<file path="src/rtl/jtcop_objdma_if.sv">
// rtl/jtcop_objdma_if.sv - CPU-decode, object RAM and object buffer signals around the object DMA
interface jtcop_objdma_if #(
    parameter int AW = 10
);
    logic          LVBL;
    logic          dma_req;
    logic          cpu_cs;
    logic [AW-1:0] cpu_addr;
    logic [AW-1:0] src_addr;
    logic [15:0]   src_dout;
    logic [AW-1:0] dst_addr;
    logic [15:0]   dst_din;
    logic          dst_we;
    logic          dst_bank;
    logic          busy;
    logic          done;

    modport slave (
        input  LVBL, dma_req, cpu_cs, cpu_addr, src_dout,
        output src_addr, dst_addr, dst_din, dst_we, dst_bank, busy, done
    );

    modport master (
        output LVBL, dma_req, cpu_cs, cpu_addr, src_dout,
        input  src_addr, dst_addr, dst_din, dst_we, dst_bank, busy, done
    );
endinterface

</file>
<file path="src/rtl/jtcop_objdma.sv">
// rtl/jtcop_objdma.sv - object RAM to object buffer copy sequencer, CPU has read priority
// Optional double-buffered destination bank: JTCOP_OBJDMA_DBUF_EN.
module jtcop_objdma #(
    parameter int AW         = 10,
    parameter bit WAIT_BLANK = 1'b1
) (
    input  logic          clk,
    input  logic          rst,
    jtcop_objdma_if.slave bus
);
    typedef enum logic [1:0] {
        ST_IDLE  = 2'd0,
        ST_ARM   = 2'd1,
        ST_COPY  = 2'd2,
        ST_FLUSH = 2'd3
    } state_t;

    state_t        state_q, state_d;
    logic [AW-1:0] cnt_q, cnt_d;
    logic [AW-1:0] iss_q, iss_d;
    logic [AW-1:0] waddr_q, waddr_d;
    logic [15:0]   wdata_q, wdata_d;
    logic          rd_vld_q, rd_vld_d;
    logic          pend_q, pend_d;
    logic          busy_q, busy_d;
    logic          done_q, done_d;
    logic          we_q, we_d;
    logic          start_ok;
    logic          last_rd;

    assign start_ok = !WAIT_BLANK || !bus.LVBL;
    assign last_rd  = (cnt_q == {AW{1'b1}});

    // CPU owns the read port whenever it selects object RAM
    assign bus.src_addr = bus.cpu_cs ? bus.cpu_addr : cnt_q;

    always_comb begin
        state_d  = state_q;
        cnt_d    = cnt_q;
        iss_d    = iss_q;
        rd_vld_d = 1'b0;
        pend_d   = pend_q;
        done_d   = 1'b0;
        we_d     = rd_vld_q;
        waddr_d  = rd_vld_q ? iss_q : waddr_q;
        wdata_d  = rd_vld_q ? bus.src_dout : wdata_q;

        case (state_q)
            ST_IDLE: begin
                if (bus.dma_req) begin
                    state_d = ST_ARM;
                end
            end
            ST_ARM: begin
                cnt_d = '0;
                if (bus.dma_req) begin
                    pend_d = 1'b1;
                end
                if (start_ok) begin
                    state_d = ST_COPY;
                end
            end
            ST_COPY: begin
                if (bus.dma_req) begin
                    pend_d = 1'b1;
                end
                if (!bus.cpu_cs) begin
                    iss_d    = cnt_q;
                    cnt_d    = cnt_q + AW'(1);
                    rd_vld_d = 1'b1;
                    // terminal test on the issued address, so the wrap never adds a write
                    if (last_rd) begin
                        state_d = ST_FLUSH;
                    end
                end
            end
            ST_FLUSH: begin
                if (done_q) begin
                    pend_d  = 1'b0;
                    state_d = (pend_q || bus.dma_req) ? ST_ARM : ST_IDLE;
                end else begin
                    if (bus.dma_req) begin
                        pend_d = 1'b1;
                    end
                    if (we_q && !rd_vld_q) begin
                        done_d = 1'b1;
                    end
                end
            end
            default: begin
                state_d = ST_IDLE;
            end
        endcase

        busy_d = (state_d != ST_IDLE);
    end

    always_ff @(posedge clk) begin
        if (!rst) begin
            state_q  <= ST_IDLE;
            cnt_q    <= '0;
            iss_q    <= '0;
            waddr_q  <= '0;
            wdata_q  <= '0;
            rd_vld_q <= 1'b0;
            pend_q   <= 1'b0;
            busy_q   <= 1'b0;
            done_q   <= 1'b0;
            we_q     <= 1'b0;
        end else begin
            state_q  <= state_d;
            cnt_q    <= cnt_d;
            iss_q    <= iss_d;
            waddr_q  <= waddr_d;
            wdata_q  <= wdata_d;
            rd_vld_q <= rd_vld_d;
            pend_q   <= pend_d;
            busy_q   <= busy_d;
            done_q   <= done_d;
            we_q     <= we_d;
        end
    end

    assign bus.dst_addr = waddr_q;
    assign bus.dst_din  = wdata_q;
    assign bus.dst_we   = we_q;
    assign bus.busy     = busy_q;
    assign bus.done     = done_q;

`ifdef JTCOP_OBJDMA_DBUF_EN
    // flip together with done so the renderer sees the finished bank at once
    logic bank_q;

    always_ff @(posedge clk) begin
        if (!rst) begin
            bank_q <= 1'b0;
        end else if (done_d) begin
            bank_q <= ~bank_q;
        end
    end

    assign bus.dst_bank = bank_q;
`else
    assign bus.dst_bank = 1'b0;
`endif
endmodule

</file>
<file path="src/flat_wrapper.sv">
// flat-port wrapper written by rule: the top's interface ports become plain ports
module jtcop_objdma_flat 
#(
    parameter int AW         = 10,
    parameter bit WAIT_BLANK = 1'b1
)
  (clk, rst, bus_LVBL, bus_dma_req, bus_cpu_cs, bus_cpu_addr, bus_src_dout, bus_src_addr, bus_dst_addr, bus_dst_din, bus_dst_we, bus_dst_bank, bus_busy, bus_done);
  jtcop_objdma_if #(.AW(AW)) bus_i ();
  input  logic clk;
  input  logic rst;
  input wire logic [$bits(bus_i.LVBL)-1:0] bus_LVBL;
  input wire logic [$bits(bus_i.dma_req)-1:0] bus_dma_req;
  input wire logic [$bits(bus_i.cpu_cs)-1:0] bus_cpu_cs;
  input wire logic [$bits(bus_i.cpu_addr)-1:0] bus_cpu_addr;
  input wire logic [$bits(bus_i.src_dout)-1:0] bus_src_dout;
  output wire logic [$bits(bus_i.src_addr)-1:0] bus_src_addr;
  output wire logic [$bits(bus_i.dst_addr)-1:0] bus_dst_addr;
  output wire logic [$bits(bus_i.dst_din)-1:0] bus_dst_din;
  output wire logic [$bits(bus_i.dst_we)-1:0] bus_dst_we;
  output wire logic [$bits(bus_i.dst_bank)-1:0] bus_dst_bank;
  output wire logic [$bits(bus_i.busy)-1:0] bus_busy;
  output wire logic [$bits(bus_i.done)-1:0] bus_done;
  assign bus_i.LVBL = bus_LVBL;
  assign bus_i.dma_req = bus_dma_req;
  assign bus_i.cpu_cs = bus_cpu_cs;
  assign bus_i.cpu_addr = bus_cpu_addr;
  assign bus_i.src_dout = bus_src_dout;
  assign bus_src_addr = bus_i.src_addr;
  assign bus_dst_addr = bus_i.dst_addr;
  assign bus_dst_din = bus_i.dst_din;
  assign bus_dst_we = bus_i.dst_we;
  assign bus_dst_bank = bus_i.dst_bank;
  assign bus_busy = bus_i.busy;
  assign bus_done = bus_i.done;
  jtcop_objdma #(.AW(AW), .WAIT_BLANK(WAIT_BLANK)) u_core (.clk(clk), .rst(rst), .bus(bus_i));
endmodule
</file>
<file path="config.mk">
export PLATFORM = sky130hd
export DESIGN_NAME = jtcop_objdma_flat
export DESIGN_NICKNAME = d
export VERILOG_FILES = /design/src/rtl/jtcop_objdma_if.sv /design/src/rtl/jtcop_objdma.sv /design/src/flat_wrapper.sv
export SDC_FILE = /design/constraint.sdc
export NUM_CORES = 1
export LEC_CHECK = 0
export ABC_AREA = 1
export BUFFER_PORTS_ARGS = -buffer_cell sky130_fd_sc_hd__buf_4
export CAP_MARGIN = 25
export CORE_UTILIZATION = 45
export DETAILED_ROUTE_END_ITERATION = 8
export PLACE_DENSITY = 0.75
export SLEW_MARGIN = 20
export SYNTH_ARGS = -nofsm -noshare
export SYNTH_HDL_FRONTEND = slang
export SYNTH_SLANG_ARGS = --single-unit
</file>
<file path="constraint.sdc">
create_clock -name clk -period 1.2 [get_ports clk]
set_clock_uncertainty 0.1 [all_clocks]
set_input_delay 0.12 -clock clk [delete_from_list [all_inputs] [get_ports clk]]
set_output_delay 0.12 -clock clk [all_outputs]
set_load 0.01 [all_outputs]
</file>
# After elaboration in Yosys (flattened, before gate mapping)
# Cells that the tools add are included.
[word_totals] word_cells=46 inputBits=31 output_inout_bits=40 register_bits=53
[classes] eq_ne=5 muxes=15 n_bitwise=3 n_reduce_logical=12 add_sub_neg=1
[ops] cell="$mux W10" count=2
[ops] cell="$pmux W10 S2" count=1
[ops] cell="$add A10 B1 Y10 const B" count=1
[ops] cell="$eq A10 B10 Y1 const B" count=1
[ops] cell="$mux W2" count=5
[ops] cell="$pmux W2 S4" count=1
[ops] cell="$reduce_and A2 Y1" count=3
[ops] cell="$reduce_bool A2 Y1" count=3
[ops] cell="$mux W1" count=5
[ops] cell="$eq A2 B2 Y1 const B" count=2
[ops] cell="$not A1 Y1" count=3
[ops] cell="$reduce_or A3 Y1" count=1
[ops] cell="$eq A2 B1 Y1 const B" count=1
[ops] cell="$logic_not A2 Y1" count=1
[ops] cell="$ne A2 B2 Y1 const B" count=1
[ops] cell="$pmux W1 S2" count=1
[ops] cell="$reduce_or A2 Y1" count=1
[ops] cell="$logic_and A1 B1 Y1" count=1
[ops] cell="$logic_not A1 Y1" count=1
[ops] cell="$logic_or A1 B1 Y1" count=1

# Longest topological paths before layout
[logic_depth] ltp_word=5 mapped_depth=10 depth_no_buf=10

# Worst setup path before layout
# No wires, ideal clock.
[synth_timing] path_kind="register to register" from="register u_core.cnt_q[0]" to="register u_core.cnt_q[8]" required_time_ns=0.988 stages_incl_launch_ff=9 setup_slack_ns=-0.035 synth_period_minus_slack_ns=1.235 arrival_time_ns=1.023 setup_ns=0.112 n_path_buf=0 path_cell_list="dfxtp_1 ha_1 nand3_1 nor2_1 nand2_1 nand2_1 nand2_1 nor2_1 nor2_1"
[synth_between] elab_chain_cells=3
[synth_rtl] item="start, declared" line="jtcop_objdma.sv:19" text="logic [AW-1:0] cnt_q, cnt_d;"
[synth_rtl] item="start signal, assigned" line="jtcop_objdma.sv:112" text="cnt_q <= cnt_d;"
[synth_rtl] item="$add A10 B1 Y10" line="jtcop_objdma.sv:69" text="cnt_d = cnt_q + AW'(1);"
[synth_rtl] item="$mux W10" line="jtcop_objdma.sv:67" text="if (!bus.cpu_cs) begin"
[synth_rtl] item="$pmux W10 S2" line="jtcop_objdma.sv:48" text="case (state_q)"
# No other way between the ends. The select of a mux whose other input is x is not followed.
# A chain may end at the register's enable or synchronous reset.

# Worst setup path in the final report
[layout_timing] from="register u_core.cnt_q[1]" to="register u_core.cnt_q[8]"
# Same word-level chain as after synthesis.

==> flow_summary.yaml <==
pwr:
  comb_power_share: 0.184
  sw_frac_of_total: 0.276
  p_int_mw: 2.53
  p_sw_mw: 0.963
  p_clk_frac: 0.284
  ir_drop_v: 0.000676
  p_seq_frac: 0.531
  p_per_area_nw_per_um2: 1010
  leakagePower_nw: 1.54
synth:
  synth_common_cells: "nand2_1, dfxtp_1, inv_1"
  synth_most_common_cell: "nand2_1"
  synthFlopType: "dfxtp_1"
  synthesis.area_sq_um: 2250
  syn_inst: 297
  yosysSeqAreaShare: 0.471
  synth_fp_nets: 329
  synthTopCellsByArea: "dfxtp_1, nand2_1, inv_1, o21ai_2, o21ai_0"
  synth_top_cell_by_area: "dfxtp_1"
  synthArstFlopShare: 0
  syn_avg_cell_area_sq_um: 7.59
  synth-edff-count: 0
  synth_top_area_share: 0.471
  yosys_register_bits: 53
  synth_warnings: 0
  synth_cell_types: 31
sta:
  hold_violations: 0
  slew_violations: 0
  period_needed_ns: 1.36
  rsz0062_at_grt: "true"
  fin_ws_ns: -0.157
  fmax_ghz: 0.737
  setup_viol: 14
  fin_crit_sh: 1.13
  fin_tns_setup_ns: -0.880
  whs_ns: 0.0390
final_layout:
  areaGrowthSynthToFinish_pct: 53.9
  multi_input_area_sq_um: 1000
  stdcell_count: 482
  drive_above_1_share: 0.439
  finalNetCount: 446
  nFillCells: 382
  final-seq-area_sq_um: 1080
  fin_util: 0.725
  num_antenna_cells: 0
clock_tree:
  tritoncts: "done"
  insertion_delay_ns: 0.30
  ctsLongestPathBuffers: 2
  numCtsBuffers: 5
  cts_root_buffer: "clkbuf_8"
  htreeDepth: 2
  cts.sinks: 53
  clkTransAtPathRegs_ns: 0.10
placement:
  portBuffers: 69
  dpl.hpwl_microns: 3600
  placedCellCount: 439
  place_ws_ns: -0.0638
  gp_congestion: 0.872
route:
  totalWireLength_microns: 5840
  drtIter0Drc: 138
  ant_nets: 0
  drtPass1Iterations: 4
  via_count: 2277
  vias_per_cell: 4.72
  avgRoutedWirePerCell_microns: 12.1
  drc: 0
outcome:
  status: "finished, violations left"
  violations: "setup timing"
floorplanning:
  fp-row-count: 25
  ioPinCount: 71
  initial_core_util: 0.471
  core_sq_um: 4790
  die_h_microns: 72.8
  die_width_microns: 72.8
  fp.dieArea_sq_um: 5300
flow_run:
  cap_violations: 0
global_routing:
  track_usage: 0.219
  grt_overflow: 0
  grt_pass1_wl_microns: 8940
  grt_start_max_net_pins: 26
  antenna_found_initial: 0
  first_global_vias: 2056
worst_setup_path:
  path_class: "reg -> reg"
  cp-start-kind: "flop"
  required_ns: 1.31
  critPathArrivalTime_ns: 1.46
  endpoint_kind: "flop"
  worstPathMaxFanout: 4
min_path:
  min-delay-path-class: "in -> reg"
==> per-layer routing <==
layer  wire [microns]  share of wire  GRT usage  vias up
li1                 -              -          -     1159
met1             2550           0.44      0.258     1026
met2             2870           0.49      0.397       80
met3              326          0.056     0.0401       12
met4               97          0.017     0.0741        0
met5                0              0          0        -
==> power groups by stage <==
stage	registers, mW	logic [mW]	clock network (mW)
CTS	1.85	0.600	1.02
floorplan	1.90	0.283	0
global route	1.86	0.706	1.07
global placement	1.89	0.526	0
finish	1.85	0.643	0.992
detailed placement	1.89	0.537	0
==> flip-flops by register name (all words and copies together), names as in the netlist <==
signal / cells
u_core.rd_vld_q: 1
u_core.bus.dst_we: 1
u_core.bus.busy: 1
u_core.bus.dst_din: 16
u_core.cnt_q: 10
u_core.pend_q: 1
u_core.iss_q: 10
u_core.state_q: 2
u_core.bus.done: 1
u_core.bus.dst_addr: 10
==> cells in the final DEF (no fill, tap or decap), types with 9 or more instances in the layout <==
cell type | Yosys | routed
nor2_1 | 15 | 13
dlygate4sd3_1 | 0 | 17
a21oi_1 | 10 | 9
o21ai_2 | 17 | 28
buf_4 | 1 | 99
o21ai_0 | 28 | 16
nand2_1 | 74 | 70
dfxtp_1 | 53 | 41
dfxtp_2 | 0 | 9
inv_2 | 3 | 9
inv_1 | 51 | 40
nand3_1 | 14 | 13
==> critical path: stages (launching register included) <==
cell,delay (ns)
dfxtp_2,0.38
buf_12,0.11
ha_4,0.14
nand3_4,0.09
nor2_4,0.13
nand2_2,0.06
nand2_1,0.06
nand2_1,0.05
nor2_1,0.09
nor2_1,0.04
==> worst paths after layout <==
kind / from / to / slack [ns] / depth (start not counted)
worst min register to register: u_core.bus.dst_addr[8] / u_core.bus.dst_addr[8] / 0.37 / 2
worst min-delay path: rst / u_core.cnt_q[8] / 0.04 / 3
worst max-delay path: u_core.cnt_q[1] / u_core.cnt_q[8] / -0.16 / 9
worst max register to register: u_core.cnt_q[1] / u_core.cnt_q[8] / -0.16 / 9
==> cells by family (layout without fill, tap and decap cells) <==
family	Yosys count	after routing	synth area share
flip-flops	53	53	0.471
AO/OA/AOI/OAI	62	62	0.171
other	1	1	0.00166
adder cells (fa/ha/maj)	1	1	0.00555
AND/OR/NAND/NOR	113	113	0.219
buffers and inverters	67	185	0.132
==> repair_timing <==
item / CTS / global route
pin swaps: 9 / 17
endpoints found under the hold margin: 16 / 1
endpoints found under the setup margin: 19 / 28
gates resized for setup: 46 / 25
hold buffers: 16 / 1
buffers inserted: 11 / 7
==> through the flow <==
| step | power [mW] | area (sq um) |
|---|---|---|
| 2_1_floorplan | 2.19 | 2270 |
| 4_1_cts | 3.47 | 3330 |
| 6_report | 3.49 | 3470 |
| 5_1_grt | 3.63 | 3470 |
| 3_5_place_dp | 2.43 | 2920 |
| 3_3_place_gp | 2.42 | 2920 |
==> area by class of cell <==
| cell class | count | area share |
|---|---|---|
| clock buffer | 5 | 0.0198 |
| clock inverter | 3 | 0.00505 |
| inverter | 55 | 0.0638 |
| multi-input combinational | 177 | 0.290 |
| sequential | 53 | 0.312 |
| tap | 67 | 0.0242 |
| timing repair buffer | 122 | 0.285 |
Note: power is estimated with default switching activity, not from simulation.
